[src/rtl/pcie_tlp_defs.sv]
// Shared TLP encodings, Tx credit indices and completion-header helpers
// for the BAR read completer.
package pcie_tlp_defs;

    localparam logic [1:0] FMT_3DW_ND = 2'b00;
    localparam logic [1:0] FMT_4DW_ND = 2'b01;
    localparam logic [1:0] FMT_3DW_D  = 2'b10;

    localparam logic [4:0] TYPE_MEM = 5'b00000;
    localparam logic [4:0] TYPE_CPL = 5'b01010;

    localparam logic [6:0] MRD32 = {FMT_3DW_ND, TYPE_MEM};
    localparam logic [6:0] MRD64 = {FMT_4DW_ND, TYPE_MEM};
    localparam logic [6:0] CPLD  = {FMT_3DW_D, TYPE_CPL};

    localparam logic [2:0] CPL_STATUS_SC = 3'b000;

    localparam int unsigned TBUF_NP_BIT  = 0;
    localparam int unsigned TBUF_P_BIT   = 1;
    localparam int unsigned TBUF_CPL_BIT = 2;

    typedef enum logic [2:0] {
        StIdle,
        StHdr2,
        StRdw,
        StReq,
        StTx1,
        StTx2
    } cpl_state_e;

    // Byte count of a 1-DW read, derived from the first-DW byte enables.
    function automatic logic [11:0] cpl_byte_count(input logic [3:0] be);
        logic [11:0] bc;
        casez (be)
            4'b1??1:                   bc = 12'd4;
            4'b01?1, 4'b1?10:          bc = 12'd3;
            4'b0011, 4'b0110, 4'b1100: bc = 12'd2;
            default:                   bc = 12'd1;
        endcase
        return bc;
    endfunction

    function automatic logic [6:0] cpl_lower_addr(input logic [4:0] addr_6_2,
                                                  input logic [3:0] be);
        logic [1:0] lo;
        casez (be)
            4'b???1: lo = 2'd0;
            4'b??10: lo = 2'd1;
            4'b?100: lo = 2'd2;
            4'b1000: lo = 2'd3;
            default: lo = 2'd0;
        endcase
        return {addr_6_2, lo};
    endfunction

endpackage

[src/rtl/cpl_hdr_gen.sv]
// Combinational CplD builder: packs the four completion DWs into two
// 64-bit Tx beats from the fields captured off the MRd.
module cpl_hdr_gen
    import pcie_tlp_defs::*;
(
    input  logic [2:0]  tc_i,
    input  logic [1:0]  attr_i,
    input  logic [15:0] req_id_i,
    input  logic [7:0]  tag_i,
    input  logic [3:0]  first_be_i,
    input  logic [4:0]  addr_i,
    input  logic [15:0] completer_id_i,
    input  logic [31:0] data_i,
    output logic [63:0] beat1_o,
    output logic [63:0] beat2_o
);

    logic [31:0] dw0;
    logic [31:0] dw1;
    logic [31:0] dw2;
    logic [31:0] dw3;

    always_comb begin
        dw0 = {1'b0, CPLD, 1'b0, tc_i, 4'b0000, 2'b00, attr_i, 2'b00, 10'd1};
        dw1 = {completer_id_i, CPL_STATUS_SC, 1'b0, cpl_byte_count(first_be_i)};
        dw2 = {req_id_i, tag_i, 1'b0, cpl_lower_addr(addr_i, first_be_i)};
        // Register data is little-endian; TLP payload is big-endian per DW.
        dw3 = {data_i[7:0], data_i[15:8], data_i[23:16], data_i[31:24]};
        beat1_o = {dw0, dw1};
        beat2_o = {dw2, dw3};
    end

endmodule

[src/rtl/bar_rd_completer.sv]
// Answers 1-DW memory reads aimed at one BAR with a single CplD, sharing
// the Tx link with other masters through a req/gnt handshake.
module bar_rd_completer
    import pcie_tlp_defs::*;
#(
    parameter int unsigned BAR_INDEX = 0,
    parameter int unsigned REG_AW    = 8
) (
    input  logic              trn_clk,
    input  logic              trn_reset_n,
    input  logic              trn_lnk_up_n,
    input  logic [63:0]       trn_rd,
    input  logic [7:0]        trn_rrem_n,
    input  logic              trn_rsof_n,
    input  logic              trn_reof_n,
    input  logic              trn_rsrc_rdy_n,
    input  logic              trn_rsrc_dsc_n,
    input  logic [6:0]        trn_rbar_hit_n,
    output logic [63:0]       trn_td,
    output logic [7:0]        trn_trem_n,
    output logic              trn_tsof_n,
    output logic              trn_teof_n,
    output logic              trn_tsrc_rdy_n,
    input  logic              trn_tdst_rdy_n,
    input  logic [3:0]        trn_tbuf_av,
    input  logic [15:0]       cfg_completer_id,
    output logic              tx_req,
    input  logic              tx_gnt,
    output logic              reg_rd_en,
    output logic [REG_AW-1:0] reg_rd_addr,
    input  logic [31:0]       reg_rd_data,
    output logic              busy,
    output logic [15:0]       dropped_cnt
);

    cpl_state_e        state_q;
    logic              fmt64_q;
    logic [2:0]        tc_q;
    logic [1:0]        attr_q;
    logic [15:0]       req_id_q;
    logic [7:0]        tag_q;
    logic [3:0]        first_be_q;
    logic [4:0]        lower_q;
    logic [REG_AW-1:0] addr_q;
    logic [31:0]       data_q;

    logic              rst;
    logic              rx_beat;
    logic              mrd_hit;
    logic              addr_fire;
    logic [31:0]       addr_beat;
    logic [63:0]       hdr_beat1;
    logic [63:0]       hdr_beat2;
    logic              unused_in;

    // Link-down is treated exactly like reset.
    assign rst     = !trn_reset_n || trn_lnk_up_n;
    assign rx_beat = !trn_rsrc_rdy_n;

    assign mrd_hit = rx_beat && !trn_rsof_n &&
                     (trn_rd[62:56] == MRD32 || trn_rd[62:56] == MRD64) &&
                     (trn_rd[41:32] == 10'd1) && !trn_rbar_hit_n[BAR_INDEX];

    assign addr_beat = fmt64_q ? trn_rd[31:0] : trn_rd[63:32];
    assign addr_fire = !rst && (state_q == StHdr2) && rx_beat && trn_rsrc_dsc_n;

    // The register file sees the address in the same cycle as the Rx beat.
    assign reg_rd_en   = addr_fire;
    assign reg_rd_addr = addr_fire ? addr_beat[REG_AW+1:2] : addr_q;

    assign unused_in = ^{trn_rrem_n, trn_reof_n, trn_rd, trn_rbar_hit_n,
                         trn_tbuf_av, addr_beat};

    cpl_hdr_gen u_hdr (
        .tc_i           (tc_q),
        .attr_i         (attr_q),
        .req_id_i       (req_id_q),
        .tag_i          (tag_q),
        .first_be_i     (first_be_q),
        .addr_i         (lower_q),
        .completer_id_i (cfg_completer_id),
        .data_i         (data_q),
        .beat1_o        (hdr_beat1),
        .beat2_o        (hdr_beat2)
    );

    always_ff @(posedge trn_clk) begin
        if (rst) begin
            state_q        <= StIdle;
            fmt64_q        <= 1'b0;
            tc_q           <= 3'd0;
            attr_q         <= 2'd0;
            req_id_q       <= 16'd0;
            tag_q          <= 8'd0;
            first_be_q     <= 4'd0;
            lower_q        <= 5'd0;
            addr_q         <= '0;
            data_q         <= 32'd0;
            trn_td         <= 64'd0;
            trn_trem_n     <= 8'hFF;
            trn_tsof_n     <= 1'b1;
            trn_teof_n     <= 1'b1;
            trn_tsrc_rdy_n <= 1'b1;
            tx_req         <= 1'b0;
            busy           <= 1'b0;
            dropped_cnt    <= 16'd0;
        end else begin
            if (mrd_hit && state_q != StIdle && dropped_cnt != 16'hFFFF) begin
                dropped_cnt <= dropped_cnt + 16'd1;
            end

            unique case (state_q)
                StIdle: begin
                    if (mrd_hit) begin
                        fmt64_q    <= trn_rd[61];
                        tc_q       <= trn_rd[54:52];
                        attr_q     <= trn_rd[45:44];
                        req_id_q   <= trn_rd[31:16];
                        tag_q      <= trn_rd[15:8];
                        first_be_q <= trn_rd[3:0];
                        busy       <= 1'b1;
                        state_q    <= StHdr2;
                    end
                end
                StHdr2: begin
                    if (!trn_rsrc_dsc_n) begin
                        busy    <= 1'b0;
                        state_q <= StIdle;
                    end else if (rx_beat) begin
                        addr_q  <= addr_beat[REG_AW+1:2];
                        lower_q <= addr_beat[6:2];
                        state_q <= StRdw;
                    end
                end
                StRdw: begin
                    data_q  <= reg_rd_data;
                    tx_req  <= 1'b1;
                    state_q <= StReq;
                end
                StReq: begin
                    if (tx_gnt && trn_tbuf_av[TBUF_CPL_BIT]) begin
                        trn_td         <= hdr_beat1;
                        trn_trem_n     <= 8'h00;
                        trn_tsof_n     <= 1'b0;
                        trn_tsrc_rdy_n <= 1'b0;
                        state_q        <= StTx1;
                    end
                end
                StTx1: begin
                    if (!trn_tdst_rdy_n) begin
                        trn_td     <= hdr_beat2;
                        trn_tsof_n <= 1'b1;
                        trn_teof_n <= 1'b0;
                        state_q    <= StTx2;
                    end
                end
                StTx2: begin
                    if (!trn_tdst_rdy_n) begin
                        trn_td         <= 64'd0;
                        trn_trem_n     <= 8'hFF;
                        trn_teof_n     <= 1'b1;
                        trn_tsrc_rdy_n <= 1'b1;
                        tx_req         <= 1'b0;
                        busy           <= 1'b0;
                        state_q        <= StIdle;
                    end
                end
                default: state_q <= StIdle;
            endcase
        end
    end

endmodule

[config.mk]
export PLATFORM = sky130hd
export DESIGN_NAME = bar_rd_completer
export DESIGN_NICKNAME = d
export VERILOG_FILES = /design/src/rtl/pcie_tlp_defs.sv /design/src/rtl/cpl_hdr_gen.sv /design/src/rtl/bar_rd_completer.sv
export SDC_FILE = /design/constraint.sdc
export NUM_CORES = 1
export LEC_CHECK = 0
export ABC_CLOCK_PERIOD_IN_PS = 2940
export CAP_MARGIN = 30
export CORE_MARGIN = 2
export CORE_UTILIZATION = 40
export DETAILED_ROUTE_END_ITERATION = 8
export HOLD_SLACK_MARGIN = 0.03
export PLACE_DENSITY_LB_ADDON = 0.25
export REMOVE_ABC_BUFFERS = 1
export SYNTH_ARGS = -nofsm -noshare
export SYNTH_HDL_FRONTEND = slang
export SYNTH_HIERARCHICAL = 1
export SYNTH_SLANG_ARGS = --single-unit
[constraint.sdc]
create_clock -name trn_clk -period 2.94 [get_ports trn_clk]
set_input_delay 0.441 -clock trn_clk [delete_from_list [all_inputs] [get_ports trn_clk]]
set_output_delay 0.441 -clock trn_clk [all_outputs]
set_load 0.01 [all_outputs]
==> flow_summary_export.csv <==
group,metric,value,unit
status,status,"complete, no violations",
grt,overflow,0,
final_layout,layout-drive-gt1-share,0.0631,
clock_network,path_clk_slew,60,ps
critical_path,cp-end-kind,"primary output",
pwr,internal_power,3670,uW
pwr,p_comb_frac,0.054,
logic_synthesis,ys_ff_latch,162,
logic_synthesis,synth.area.top_cells,"dfxtp_1, buf_4, a21oi_1, nand2_1, a211oi_1",
grt,grt_first_pass_wirelength,31900,um
pwr,ir_drop,462,uV
pwr,sw_frac_of_total,0.221,
logic_synthesis,synth-edff-count,0,
final_layout,num_antenna_cells,0,
final_layout,nFillCells,1945,
clock_network,cts.repair.resized,0,
floorplanning,coreArea,0.0201,mm^2
sta,rsz0062_at_grt,"no",
logic_synthesis,yosysMostFrequentCell,"dfxtp_1",
final_layout,multiInputGateArea,0.00379,mm^2
floorplanning,pin_count,242,
final_layout,seqCellArea,0.00325,mm^2
floorplanning,die_y,147,um
detailed_routing,ant_nets,0,
critical_path,critPathLaunch,"state_q[0]",
floorplanning,die_x,147,um
detailed_routing,wl_per_cell,14.2,um
placement,io_buffers,213,
critical_path,crit_chain,"nand2_1 -> nor4_4 -> buf_12 -> nor2_1 -> a21oi_1 -> clkdlybuf4s50_1",
critical_path,crit_fanout,28,
grt,grt_pass1_vias,6260,
pwr,power_density,457,mW/mm^2
sta,max_freq,0.361,GHz
sta,setup_viol,0,
critical_path,reg2reg_from,"dropped_cnt[0]",
final_layout,syn_to_final_growth,26.4,%
critical_path,crit_slowest_cell,"clkdlybuf4s50_1",
grt,antenna_found_initial,0,
clock_network,clk_latency,420,ps
logic_synthesis,avgSynthCellArea,8.06,um^2
final_layout,fin_nets,1237,
clock_network,post-cts-setup-buffers,0,
min_path,hp-start,"req_id_q[11]",
critical_path,critical_path_class,"reg2out",
detailed_routing,dr.pass1.iters,6,
clock_network,root_buffer,"clkbuf_16",
logic_synthesis,synth_top_cell_by_area,"dfxtp_1",
clock_network,cts.sinks,162,
pwr,p_sw,1040,uW
critical_path,start_kind,"register",
pwr,p_leak,0.00327,uW
placement,routabilityCongestion,0.762,
detailed_routing,via_per_inst,4.88,
clock_network,cts_tree,"done",
flow_run,cap_violations,0,
sta,worst-slew-pin-transition,779,ps
final_layout,final_util,0.513,
floorplanning,start_util,0.406,
sta,post-route-period-util,0.942,
critical_path,cpPeakStageDelay,600,ps
critical_path,cp.arrival,2330,ps
detailed_routing,drc,0,
critical_path,crit_required,2500,ps
logic_synthesis,yosysSeqAreaShare,0.397,
floorplanning,rows,52,
clock_network,cts_hold_buffers,0,
floorplanning,die-area,0.0216,mm^2
sta,slew-limit-headroom,0.480,
logic_synthesis,syn_area,0.00816,mm^2
logic_synthesis,synth_common_cells,"dfxtp_1, a21oi_1, nand2_1",
min_path,min_path_type,"reg2reg",
logic_synthesis,synth.distinct_cells,56,
grt,grt_usage,0.182,
grt,grt_max_degree,157,
sta,finalClockSkew,10.8,ps
logic_synthesis,synth_warnings,6,
logic_synthesis,synth_ff_type,"dfxtp_1",
pwr,seq_power_share,0.466,
clock_network,cts_buffer_depth,2,
placement,dp_hpwl,12400,um
sta,hold_violations,0,
sta,fin_hold_ws,447,ps
clock_network,cts-htree-levels,4,
sta,min_period,2770,ps
detailed_routing,postRouteWirelength,19600,um
logic_synthesis,yosysTopAreaCellShare,0.397,
detailed_routing,drt-initial-drc-count,359,
sta,slew_viol_final,0,
pwr,power_frac_clock,0.480,
logic_synthesis,syn_inst,1013,
logic_synthesis,synthArstFlopShare,0,
clock_network,numCtsBuffers,17,
detailed_routing,routed-via-count,6723,
==> final timing paths <==
| path | to | slack [ps] | depth (start not counted) |
|---|---|---|---|
| min reg2reg | req_id_q[11] | 450 | 2 |
| min | req_id_q[11] | 450 | 2 |
| max | reg_rd_addr[0] | 170 | 6 |
| max reg2reg | dropped_cnt[8] | 810 | 6 |
==> logic make-up (layout without fill, tap and decap cells) <==
logic type	Yosys count	count (layout)	synth area share
XOR/XNOR	4	4	0.00429
AO/OA/AOI/OAI	254	254	0.194
other	2	41	0.000920
AND/OR/NAND/NOR	371	371	0.228
buffers and inverters	207	264	0.159
adder cells (fa/ha/maj)	1	1	0.00153
multiplexers	12	12	0.0147
flip-flops	162	162	0.397
==> critical path: cells and delay by family (launching register included) <==
family,cells,cell delay [ps]
buf+inv,2,780
compound gates,1,120
simple gates,3,450
flops,1,560
==> metrics by stage <==
stage / instances / power, uW / setup TNS (ps) / setup slack, ps / area, um^2
after floorplan: 846 / 2310 / -287350 / -3330 / 7010
after global placement: 1347 / 2500 / 0 / 193 / 9710
after detailed placement: 1347 / 2500 / 0 / 178 / 9710
after CTS: 1379 / 4780 / 0 / 129 / 10300
after global routing: 1379 / 4880 / 0 / 20.2 / 10300
final: 1379 / 4710 / 0 / 170 / 10300
==> cells in the final DEF, fill, tap and decap left out, types with 4 or more instances in the layout <==
cell	count
nand2_1	150
a21oi_1	152
nor2_1	105
buf_4	13
a211oi_1	72
nand2b_1	6
o21ai_0	5
and4_1	5
a31o_1	5
xnor2_1	4
buf_12	5
clkbuf_16	17
nand3_1	6
nor3_1	5
nand4_1	4
dfxtp_1	161
clkdlybuf4s50_1	213
conb_1	41
mux2i_1	12
inv_6	4
nor3b_1	64
nor4_4	4
nor2b_1	4
==> sequential cells by signal, indices dropped and copies added, names as in the netlist, 2 cells and up <==
register,flops
data_q,32
tag_q,8
trn_td,64
lower_q,4
tc_q,3
state_q,3
attr_q,2
first_be_q,4
req_id_q,16
addr_q,4
dropped_cnt,16
==> final cells by class <==
cell class / count / share of cell area
Multi-Input combinational cell: 683 / 0.368
Sequential cell: 162 / 0.315
Timing Repair Buffer: 231 / 0.226
Clock buffer: 20 / 0.0443
Tap cell: 270 / 0.0328
Clock inverter: 12 / 0.0142
Inverter: 1 / 0.000364
==> routing by layer <==
| layer | wire (um) | vias up | global-route usage |
|---|---|---|---|
| met5 | 0 | - | 0 |
| met2 | 9110 | 143 | 0.298 |
| met3 | 956 | 20 | 0.0447 |
| met1 | 9310 | 3061 | 0.238 |
| met4 | 238 | 0 | 0.0534 |
| li1 | - | 3499 | - |
==> power by group through the flow <==
stage	Combinational, uW	Sequential, uW	Clock, uW
final	253	2190	2260
after global routing	274	2190	2420
after CTS	255	2190	2330
after detailed placement	253	2240	0
after global placement	254	2240	0
after floorplan	68.3	2240	0
Power figures use the tool's default switching activity.
==> edit (same settings) <==
Set the parameter `REG_AW` to 7 (it was 8).
--- a/src/rtl/bar_rd_completer.sv
+++ b/src/rtl/bar_rd_completer.sv
@@ -4,7 +4,7 @@
     import pcie_tlp_defs::*;
 #(
     parameter int unsigned BAR_INDEX = 0,
-    parameter int unsigned REG_AW    = 8
+    parameter int unsigned REG_AW    = 7
 ) (
     input  logic              trn_clk,
     input  logic              trn_reset_n,
Ports: changed (resized reg_rd_addr); port bits go from 242 to 241. No check against the original RTL was run, so the function may have changed too.
==> edit against the original RTL <==
- synthesized cell count shrank 0.79%
- area after synthesis shrank 1.4%
- total power shrank 0.32%
- via count shrank 0.62%
- utilization grew 0.46 points
- sequential cell count shrank 1
- maximum frequency grew 0.29%
- worst setup slack gained 8.1 ps
- wire length grew 0.75%
- cell area shrank 1.7%
- largest cell class unchanged
==> edit: results (changes against the original RTL) <==
* Status: finished clean
* Iter 0 DRT Violations at 320 (-11%)
* Signal buf overhead at 0.226 (about the same)
* R2R Setup Slk at 830 ps (+20 ps)
* Clock Skew at 11.3 ps (+0.525 ps)
* HPWL after DPL at 12600 um (+1.6%)
* Max FO, Critical Path at 15 (-46%)
* Post-synth top cells: dfxtp_1 (161), a21oi_1 (148), nand2_1 (147)
* Final-layout clock-cell area share at 0.0592 (+0.000756)
* Synth cell types at 47 (-16%)
* Fill cells at 1909 (-1.9%)
* Worst setup path end: reg_rd_addr[1]
* CLK BUF at 21 (+5.0%)
* DR WL/cell at 14.5 um (+2.2%)
* Via Count at 6681 (-0.62%)
* Met2 wire len at 9000 um (-1.3%)
* Hold Path End: tag_q[7]
* Critical Path Max Stage Delay at 570 ps (-30 ps)
* Synth Area in Compound Gates at 0.195 (+0.000633)
* Slew headroom at 0.627 (+0.146)
* WHS Path Cells at 2 (unchanged)
* Peak VDD IR at 0.353 mV (-24%)
* Synth Area in Adders at 0.00156 (+0.0000222)
* Largest net degree at the start of global routing at 84 (-46%)
* Drt pass-1 iters at 4 (-2)
* LEAKAGE at 3.31 nW (+1.2%)
* Fraction of area in multi-input gates at 0.361 (-0.00616)
* Hold path startpoint: tag_q[7]
* Critical Path Start: state_q[1]
* Sequential cell count at 161 (-0.62%)
* Final #Nets at 1225 (-0.97%)
* Hold WS at 447 ps (+0.0600 ps)
* NetSw at 0.960 mW (-7.8%)
* Post-Place Setup Slack at 184 ps (+5.99 ps)
* Mux cell area share after synthesis at 0.0124 (-0.00228)
* PortBufs at 212 (-0.47%)
* Final GP Congestion at 0.772 (+1.4%)
* GRT met3 Usage at 0.0458 (+0.00105)
* XOR/XNOR share of the synthesized area at 0 (-0.00429)
* Worst reg2reg path endpoint: fmt64_q
* Comb_multi_in at 670 (-1.9%)
* M1 GR Usage at 0.247 (+0.00838)
* Seq/Total Area, Yosys at 0.401 (+0.00326)
* DRT met1 WL at 9450 um (+1.6%)
* Met3 wire length at 1040 um (+8.5%)
* Layout cells sized above 1 at 0.0512 (-0.0119)
* Top cells by area, synth: dfxtp_1 (40%), buf_4 (12%), a21oi_1 (9.2%), nand2_1 (6.9%), a211oi_1 (6.1%)
* Max FFs per register at 64 (unchanged)
* First-pass GRT wire length at 32400 um (+1.6%)
* Non-CTS buffers at 228 (-1.3%)
* Reg2reg start: state_q[2]
* Antenna violations before repair at 0 (unchanged)
edit: power groups by stage:
stage | registers, mW | clock network [mW] | logic (mW)
after floorplan | 2.23 | 0 | 0.0605
after global placement | 2.23 | 0 | 0.244
after detailed placement | 2.23 | 0 | 0.242
after CTS | 2.18 | 2.34 | 0.244
after global routing | 2.18 | 2.43 | 0.265
final | 2.18 | 2.27 | 0.242
edit: metrics by stage:
step                      setup TNS [ps]  power (mW)  instances  cell area (um2)
after floorplan                  -369230        2.29        837             6880
after global placement                 0        2.47       1330             9540
after detailed placement               0        2.47       1330             9540
after CTS                              0        4.76       1359            10100
after global routing                   0        4.87       1359            10100
final                                  0        4.69       1359            10100
edit: repair_timing:
action                                  4_1_cts  5_1_grt
setup buffers                                 0        0
endpoints found under the setup margin        0        3
gates resized for setup                       0        1
edit: cells by family after synthesis:
family / count (synthesis)
AO/OA/AOI/OAI: 259
buffers and inverters: 213
flip-flops: 161
AND/OR/NAND/NOR: 359
adder cells (fa/ha/maj): 1
multiplexers: 10
other: 2
